File: config.mk
export PLATFORM = sky130hd
export DESIGN_NAME = return_address_stack
export DESIGN_NICKNAME = d
export VERILOG_FILES = /design/src/rtl/return_address_stack.sv
export SDC_FILE = /design/constraint.sdc
export NUM_CORES = 1
export LEC_CHECK = 0
export CAP_MARGIN = 25
export CORE_ASPECT_RATIO = 0.7
export CORE_UTILIZATION = 40
export DETAILED_ROUTE_END_ITERATION = 10
export PLACE_DENSITY = 0.71
export SYNTH_ARGS = -nofsm -noshare
export SYNTH_HDL_FRONTEND = slang
export SYNTH_SLANG_ARGS = --single-unit
File: constraint.sdc
create_clock -name Clk -period 6.75 [get_ports Clk]
set_input_delay 1.0125 -clock Clk [delete_from_list [all_inputs] [get_ports Clk]]
set_output_delay 1.0125 -clock Clk [all_outputs]
set_load 0.03 [all_outputs]
File: src/rtl/return_address_stack.sv
// -----------------------------------------------------------------------------
// return_address_stack
//
// Return-address predictor for a MIPS-style pipeline. A jal in decode pushes
// its return address; a jr $ra in decode pops the top entry, which becomes the
// predicted target. When the jr resolves in execute, the real target is
// compared with the outstanding prediction and hit/miss statistics are kept.
//
// The stack is a circular buffer: pushing onto a full stack silently
// overwrites the oldest entry, so deep call chains lose their outermost
// frames rather than stalling.
//
// Ports
//   Clk            in   sole clock, rising edge
//   Reset          in   asynchronous, active-low reset
//   Push           in   jal in decode: push PushAddress
//   PushAddress    in   32-bit return address (PC + 4)
//   Pop            in   jr $ra in decode: pop top entry as prediction
//   Flush          in   pipeline flush: empty stack, drop pending prediction
//   ResolveValid   in   jr resolved in execute this cycle
//   ResolveAddress in   32-bit actual jr target
//   TopAddress     out  current top entry (combinational), 0 when empty
//   TopValid       out  stack non-empty (combinational)
//   Underflow      out  registered 1-cycle pulse: Pop on an empty stack
//   Mispredict     out  registered 1-cycle pulse: resolved target != prediction
//   HitCount       out  saturating count of correct predictions
//   MissCount      out  saturating count of wrong predictions
//
// Protocol: there is no back-pressure. Push, Pop, Flush and ResolveValid are
// single-cycle qualifiers sampled on every rising edge; each asserted cycle is
// one event. At most one prediction is outstanding: a Pop arms it, the next
// ResolveValid consumes it, and a ResolveValid with nothing armed is ignored.
// Priority within a cycle is Flush > Push&Pop > Push > Pop; resolution of the
// old prediction happens before a same-cycle Pop re-arms a new one.
// -----------------------------------------------------------------------------
module return_address_stack #(
  parameter int DEPTH = 8,
  parameter int CNTW  = 16
) (
  input  logic            Clk,
  input  logic            Reset,
  input  logic            Push,
  input  logic [31:0]     PushAddress,
  input  logic            Pop,
  input  logic            Flush,
  input  logic            ResolveValid,
  input  logic [31:0]     ResolveAddress,
  output logic [31:0]     TopAddress,
  output logic            TopValid,
  output logic            Underflow,
  output logic            Mispredict,
  output logic [CNTW-1:0] HitCount,
  output logic [CNTW-1:0] MissCount
);

  localparam int AW = $clog2(DEPTH);
  localparam int CW = AW + 1;
  localparam logic [CW-1:0] FULL_CNT = DEPTH[CW-1:0];

  logic [31:0]     entry_q [DEPTH];
  logic [31:0]     entry_d [DEPTH];
  logic [AW-1:0]   tos_q, tos_d;
  logic [CW-1:0]   count_q, count_d;
  logic            pend_valid_q, pend_valid_d;
  logic [31:0]     pend_addr_q, pend_addr_d;
  logic            underflow_q, underflow_d;
  logic            mispredict_q, mispredict_d;
  logic [CNTW-1:0] hit_q, hit_d;
  logic [CNTW-1:0] miss_q, miss_d;

  logic            empty;
  logic            full;
  logic [AW-1:0]   tos_inc;
  logic [AW-1:0]   tos_dec;

  assign empty   = (count_q == '0);
  assign full    = (count_q == FULL_CNT);
  assign tos_inc = tos_q + AW'(1);
  assign tos_dec = tos_q - AW'(1);

  always_comb begin
    entry_d      = entry_q;
    tos_d        = tos_q;
    count_d      = count_q;
    pend_valid_d = pend_valid_q;
    pend_addr_d  = pend_addr_q;
    underflow_d  = 1'b0;
    mispredict_d = 1'b0;
    hit_d        = hit_q;
    miss_d       = miss_q;

    if (Flush) begin
      // Entries are left as-is; an empty count makes them invisible.
      count_d      = '0;
      tos_d        = '0;
      pend_valid_d = 1'b0;
    end else begin
      // Resolve the outstanding prediction first so a Pop in the same cycle
      // can re-arm it below.
      if (ResolveValid && pend_valid_q) begin
        pend_valid_d = 1'b0;
        if (ResolveAddress == pend_addr_q) begin
          if (hit_q != '1) hit_d = hit_q + CNTW'(1);
        end else begin
          mispredict_d = 1'b1;
          if (miss_q != '1) miss_d = miss_q + CNTW'(1);
        end
      end

      if (Push && Pop && !empty) begin
        // jal immediately after jr: replace the top in place.
        pend_addr_d      = entry_q[tos_q];
        pend_valid_d     = 1'b1;
        entry_d[tos_q]   = PushAddress;
      end else if (Push) begin
        // Also covers Push&Pop on an empty stack, which still flags underflow.
        tos_d            = tos_inc;
        entry_d[tos_inc] = PushAddress;
        if (!full) count_d = count_q + CW'(1);
        if (Pop) begin
          underflow_d  = 1'b1;
          pend_valid_d = 1'b0;
        end
      end else if (Pop) begin
        if (!empty) begin
          pend_addr_d  = entry_q[tos_q];
          pend_valid_d = 1'b1;
          tos_d        = tos_dec;
          count_d      = count_q - CW'(1);
        end else begin
          underflow_d  = 1'b1;
          pend_valid_d = 1'b0;
        end
      end
    end
  end

  always_ff @(posedge Clk or negedge Reset) begin
    if (!Reset) begin
      for (int i = 0; i < DEPTH; i++) entry_q[i] <= '0;
      tos_q        <= '0;
      count_q      <= '0;
      pend_valid_q <= 1'b0;
      pend_addr_q  <= '0;
      underflow_q  <= 1'b0;
      mispredict_q <= 1'b0;
      hit_q        <= '0;
      miss_q       <= '0;
    end else begin
      entry_q      <= entry_d;
      tos_q        <= tos_d;
      count_q      <= count_d;
      pend_valid_q <= pend_valid_d;
      pend_addr_q  <= pend_addr_d;
      underflow_q  <= underflow_d;
      mispredict_q <= mispredict_d;
      hit_q        <= hit_d;
      miss_q       <= miss_d;
    end
  end

  // No bypass: a push becomes visible on the top only after its edge.
  assign TopValid   = !empty;
  assign TopAddress = empty ? 32'h0 : entry_q[tos_q];
  assign Underflow  = underflow_q;
  assign Mispredict = mispredict_q;
  assign HitCount   = hit_q;
  assign MissCount  = miss_q;

endmodule

* Yosys cells after proc, flatten, opt, wreduce, memory -nomap -nowiden *
Cells that the tools add are included.

word-level totals
  logic and storage cells = 98
  input port bits = 70
  register bits = 330
  output and inout port bits = 67

cells by class
  $add $sub $neg = 6
  bitwise operators = 4
  reduce and logical (&&, ||, !) cells = 16
  eq/ne operators = 9
  multiplexer cells = 43
  $lt $le $gt $ge = 4

operator list
  kind                                                                      count
  256-bit bitwise mux                                                       2
  256-bit two-way mux                                                       2
  32-bit two-way mux                                                        9
  32-bit demux with 3-bit select                                            2
  32-bit binary-select mux with 3-bit select                                1
  16-bit by 1-bit adder with 16-bit output (second input constant)          2
  32-bit == test                                                            1
  16-bit inequality test (second input constant)                            2
  4-bit two-way mux                                                         6
  1-bit two-way mux                                                         16
  4-bit AND reduction                                                       4
  3-bit two-way mux                                                         5
  4-bit greater-or-equal comparator (second input constant)                 2
  4-bit by 1-bit < comparator with 1-bit output (second input constant)     2
  3-bit NOT with 4-bit output                                               2
  3-bit inequality test (second input constant)                             2
  1-bit logical AND                                                         5
  4-bit by 1-bit adder with 4-bit output (second input constant)            1
  4-bit == test (second input constant)                                     1
  4-bit zero test                                                           1
  2-bit by 1-bit inequality test with 1-bit output (second input constant)  2
  2-bit nonzero test                                                        2
  4-bit by 1-bit subtractor with 4-bit output (second input constant)       1
  3-bit by 1-bit adder with 3-bit output (second input constant)            1
  other kinds (7)                                                           8

* Logic depth before layout (Yosys ltp) *
  word-level depth = 9
  depth in mapped cells = 10

* Least setup slack after synthesis *
No wires, ideal clock.

  path type = register to output
  start = register tos_q[0]
  end = output TopAddress[25]
  arrival time = 2.127 ns
  slack = 3.611 ns
  stages on the path, launching flop included = 8
  buffers on the path = 4
  required time = 5.738 ns
  cell sequence = dfrtp_1 > clkbuf_1 > buf_2 > buf_1 > clkbuf_1 > a221oi_1 > o211a_1 > nor2_1

on the way
  cells in the longest elaborated chain, start to end = 5

RTL lines
  item                                                   RTL line  source
  start, declared                                        62        logic [AW-1:0] tos_q, tos_d;
  start signal, assigned                                 151       tos_q <= tos_d;
  3-bit NOT with 4-bit output (implied by the code)      164       assign TopAddress = empty ? 32'h0 : entry_q[tos_q];
  32-bit binary-select mux with 3-bit select             164
  32-bit two-way mux (implied by the code) (2 in a row)  164
  32-bit two-way mux                                     164
  end, declared                                          48        output logic [31:0] TopAddress,

No other way between the ends. The select of a mux whose other input is x is not followed.

* Worst setup path in the final report *
  start = register tos_q[1]
  end = output TopAddress[23]

Same word-level chain as after synthesis.

==> run_results.csv <==
group,metric,value,unit
timing,report.final.slew_viol_count,0,
die,die_area,39300,um^2
timing,setup_tns,0,ns
logic_synthesis,ys_ff_latch,330,
die,row_count,59,
critical_path,worst_ep_arrival_time,4.12,ns
global_routing,met2_usage,33.6,%
die,start_util,41.0,%
routing,vias,10711,
timing,slew-limit-headroom,24.6,%
clocking,cts_hold_buf,0,
die,fp.coreArea,37500,um^2
logic_synthesis,synth_nets,1318,
global_routing,grtUsageTotal,23.0,%
critical_path,crit_start,"tos_q[1]",
clocking,cts_setup_buffers,0,
global_routing,met1_usage,33.3,%
clocking,post_cts_resized,0,
global_routing,top_usage_layer,"met2",
routing,drc_errors,0,
die,ios,137,
clocking,clockRootBuffer,"clkbuf_16",
critical_path,required,5.74,ns
routing,firstDrtPassIters,5,
timing,hold_viol_final,0,
timing,rsz0062_at_grt,"no",
timing,final.setup_skew,0.00959,ns
logic_synthesis,ys_warn_count,0,
die,die_y,166,um
clocking,clkLatencyLatePin,0.53,ns
logic_synthesis,synthSimpleGateAreaFrac,7.80,%
logic_synthesis,synth_top_family_by_area,"multiplexers",
placement,placed_area,17200,um^2
logic_synthesis,muxShareOfSynthArea,23.5,%
min_path,hold_class,"in -> async",
placement,portBuffers,136,
placement,hpwl,29.4,mm
critical_path,regToRegStartpoint,"tos_q[1]",
power,p_leak,8.13,nW
clocking,cts.clk_slew.worst_paths,0.06,ns
timing,period_needed,5.13,ns
critical_path,r2r_slack,2.65,ns
die,die_w,236,um
global_routing,grt-ovfl-total,0,
critical_path,critPathKind,"reg -> out",
logic_synthesis,synth_compound_area_share,8.01,%
critical_path,r2r_cells,9,
clocking,cts_max_level,2,
finish,mostFrequentLayoutCells,"dfrtp_1, mux2_1, clkdlybuf4s50_1",
clocking,cts_buffers,35,
clocking,cts_tree,"yes",
job,drv_cap,0,
finish,layout_commonest_cell,"dfrtp_1",
finish,fillCellCount,3193,
global_routing,met3_usage,4.89,%
logic_synthesis,synth_xor_area_share,3.76,%
routing,drtIter0Drc,1066,
logic_synthesis,synth_cells,1241,
critical_path,end_kind,"primary output",
timing,max_freq,0.195,GHz
global_routing,antenna_found_initial,1,
routing,ant_nets,0,
global_routing,grt_pass1_vias,11072,
global_routing,grt_pass1_wl,69.0,mm
timing,fin_crit_sh,76.1,%
timing,setup_viol,0,
power,ir_worst_vdd,0.222,mV
clocking,cts_buffer_depth,3,
critical_path,startpoint_type,"flip-flop",
finish,drive_above_1_share,9.04,%
logic_synthesis,synth_edf_count,0,
logic_synthesis,synthDistinctLibCells,55,
logic_synthesis,async_reset_ff_share,100,%
timing,worst_slew_pin_slew,1.13,ns
logic_synthesis,yosysSeqAreaShare,53.6,%
routing,via_per_inst,5.72,
finish,syn2layout_area_growth,19.5,%
logic_synthesis,synthAdderAreaFrac,0.618,%
power,p_per_area,472,nW/um^2
logic_synthesis,synth_flop_cell,"dfrtp_1",
logic_synthesis,syn-cell-area,15400,um^2
logic_synthesis,syn_avg_cell_area,12.4,um^2
clocking,cts_sinks,330,
placement,place_congestion,0.834,
global_routing,grt_max_degree,170,
finish,final_cell_area,18400,um^2
routing,finalWirelength,44.0,mm
critical_path,crit_fanout,24,
finish,finalNetCount,1438,
outcome,status,"complete, no violations",
critical_path,r2r_end,"entry_q[193]",
routing,routedWlPerCell,23.5,um
==> metal layers <==
metal  share of wire, %  routed length (um)
met2                 44               19300
met5                  0                   0
met4                3.3                1450
met1                 45               19800
met3                7.7                3400
==> kinds of logic (layout without fill, tap and decap cells) <==
| group | after synthesis | after routing |
|---|---|---|
| DFF | 330 | 330 |
| muxes | 313 | 313 |
| and+or+nand+nor | 255 | 255 |
| AOI/OAI and AO/OA | 184 | 184 |
| xor gates and xnor gates | 66 | 66 |
| buffers and inverters | 86 | 227 |
| other | 0 | 1 |
| adders and majority gates | 7 | 7 |
==> metrics by stage <==
step | hold slack [ns] | utilization [%] | power [mW] | cells | setup WS [ns]
finish | 0.480 | 49.1 | 8.68 | 1871 | 1.62
global route | 0.497 | 49.1 | 9.15 | 1871 | 1.43
CTS | 0.480 | 49.0 | 8.70 | 1869 | 1.67
detailed placement | 0.467 | 46.0 | 6.78 | 1811 | 2.26
global placement | 0.460 | 46.0 | 6.66 | 1810 | 2.27
floorplan | 0.450 | - | 5.43 | 1241 | 3.61
==> layout make-up <==
class | count | area, um^2 | area share [%]
flip-flops and latches | 330 | 8260 | 44.9
multi-input cells | 825 | 6780 | 36.9
repair buffers | 161 | 1590 | 8.65
clock buffers | 50 | 1050 | 5.73
well taps | 488 | 611 | 3.32
clock inverters | 8 | 65.1 | 0.354
inverters | 8 | 30.0 | 0.163
diodes | 1 | 2.50 | 0.0136
==> synth_stat cells, drive strengths merged, types with 6 or more instances <==
| library cell | n | area [um^2] |
|---|---|---|
| a22oi | 17 | 128 |
| nand4 | 18 | 113 |
| a21oi | 86 | 430 |
| inv | 8 | 30.0 |
| o21ai | 6 | 30.0 |
| clkbuf | 39 | 146 |
| a211oi | 6 | 45.0 |
| buf | 39 | 241 |
| xnor2 | 46 | 403 |
| and3 | 9 | 56.3 |
| mux2 | 277 | 3210 |
| a22o | 8 | 70.1 |
| ha | 6 | 75.1 |
| nor3 | 22 | 110 |
| nor2 | 115 | 437 |
| mux2i | 33 | 330 |
| xor2 | 20 | 175 |
| a221oi | 41 | 359 |
| and2 | 7 | 43.8 |
| nor4 | 8 | 65.1 |
| dfrtp | 330 | 8260 |
| nand2 | 37 | 141 |
| nand3 | 21 | 105 |
==> where the power goes <==
group          internal (mW)  switching, mW
logic                   1.49           1.90
clock network           1.12          0.787
registers               2.80          0.584
total                   5.41           3.27
==> how the worst max path moves through the flow <==
stage	end	cells after the start
final	TopAddress[23]	8
after global routing	TopAddress[23]	8
after CTS	TopAddress[23]	8
after detailed placement	TopAddress[23]	8
after global placement	TopAddress[23]	8
after floorplan	TopAddress[25]	7
==> sequential cells by signal (all words and copies together) (netlist names) <==
register      cells
MissCount        16
pend_addr_q      32
HitCount         16
Mispredict        1
pend_valid_q      1
entry_q         256
tos_q             3
Underflow         1
count_q           4
==> worst max-delay path: stages (launching register included) <==
cell and delay [ns]:
dfrtp_2 0.77, buf_4 0.45, buf_4 0.42, mux2_1 0.37, a221oi_1 0.26, a21oi_1 0.10, a221oi_1 0.50, nor2_1 0.08
clkdlybuf4s50_1 0.62
Note: power is estimated with default switching activity, not from simulation.
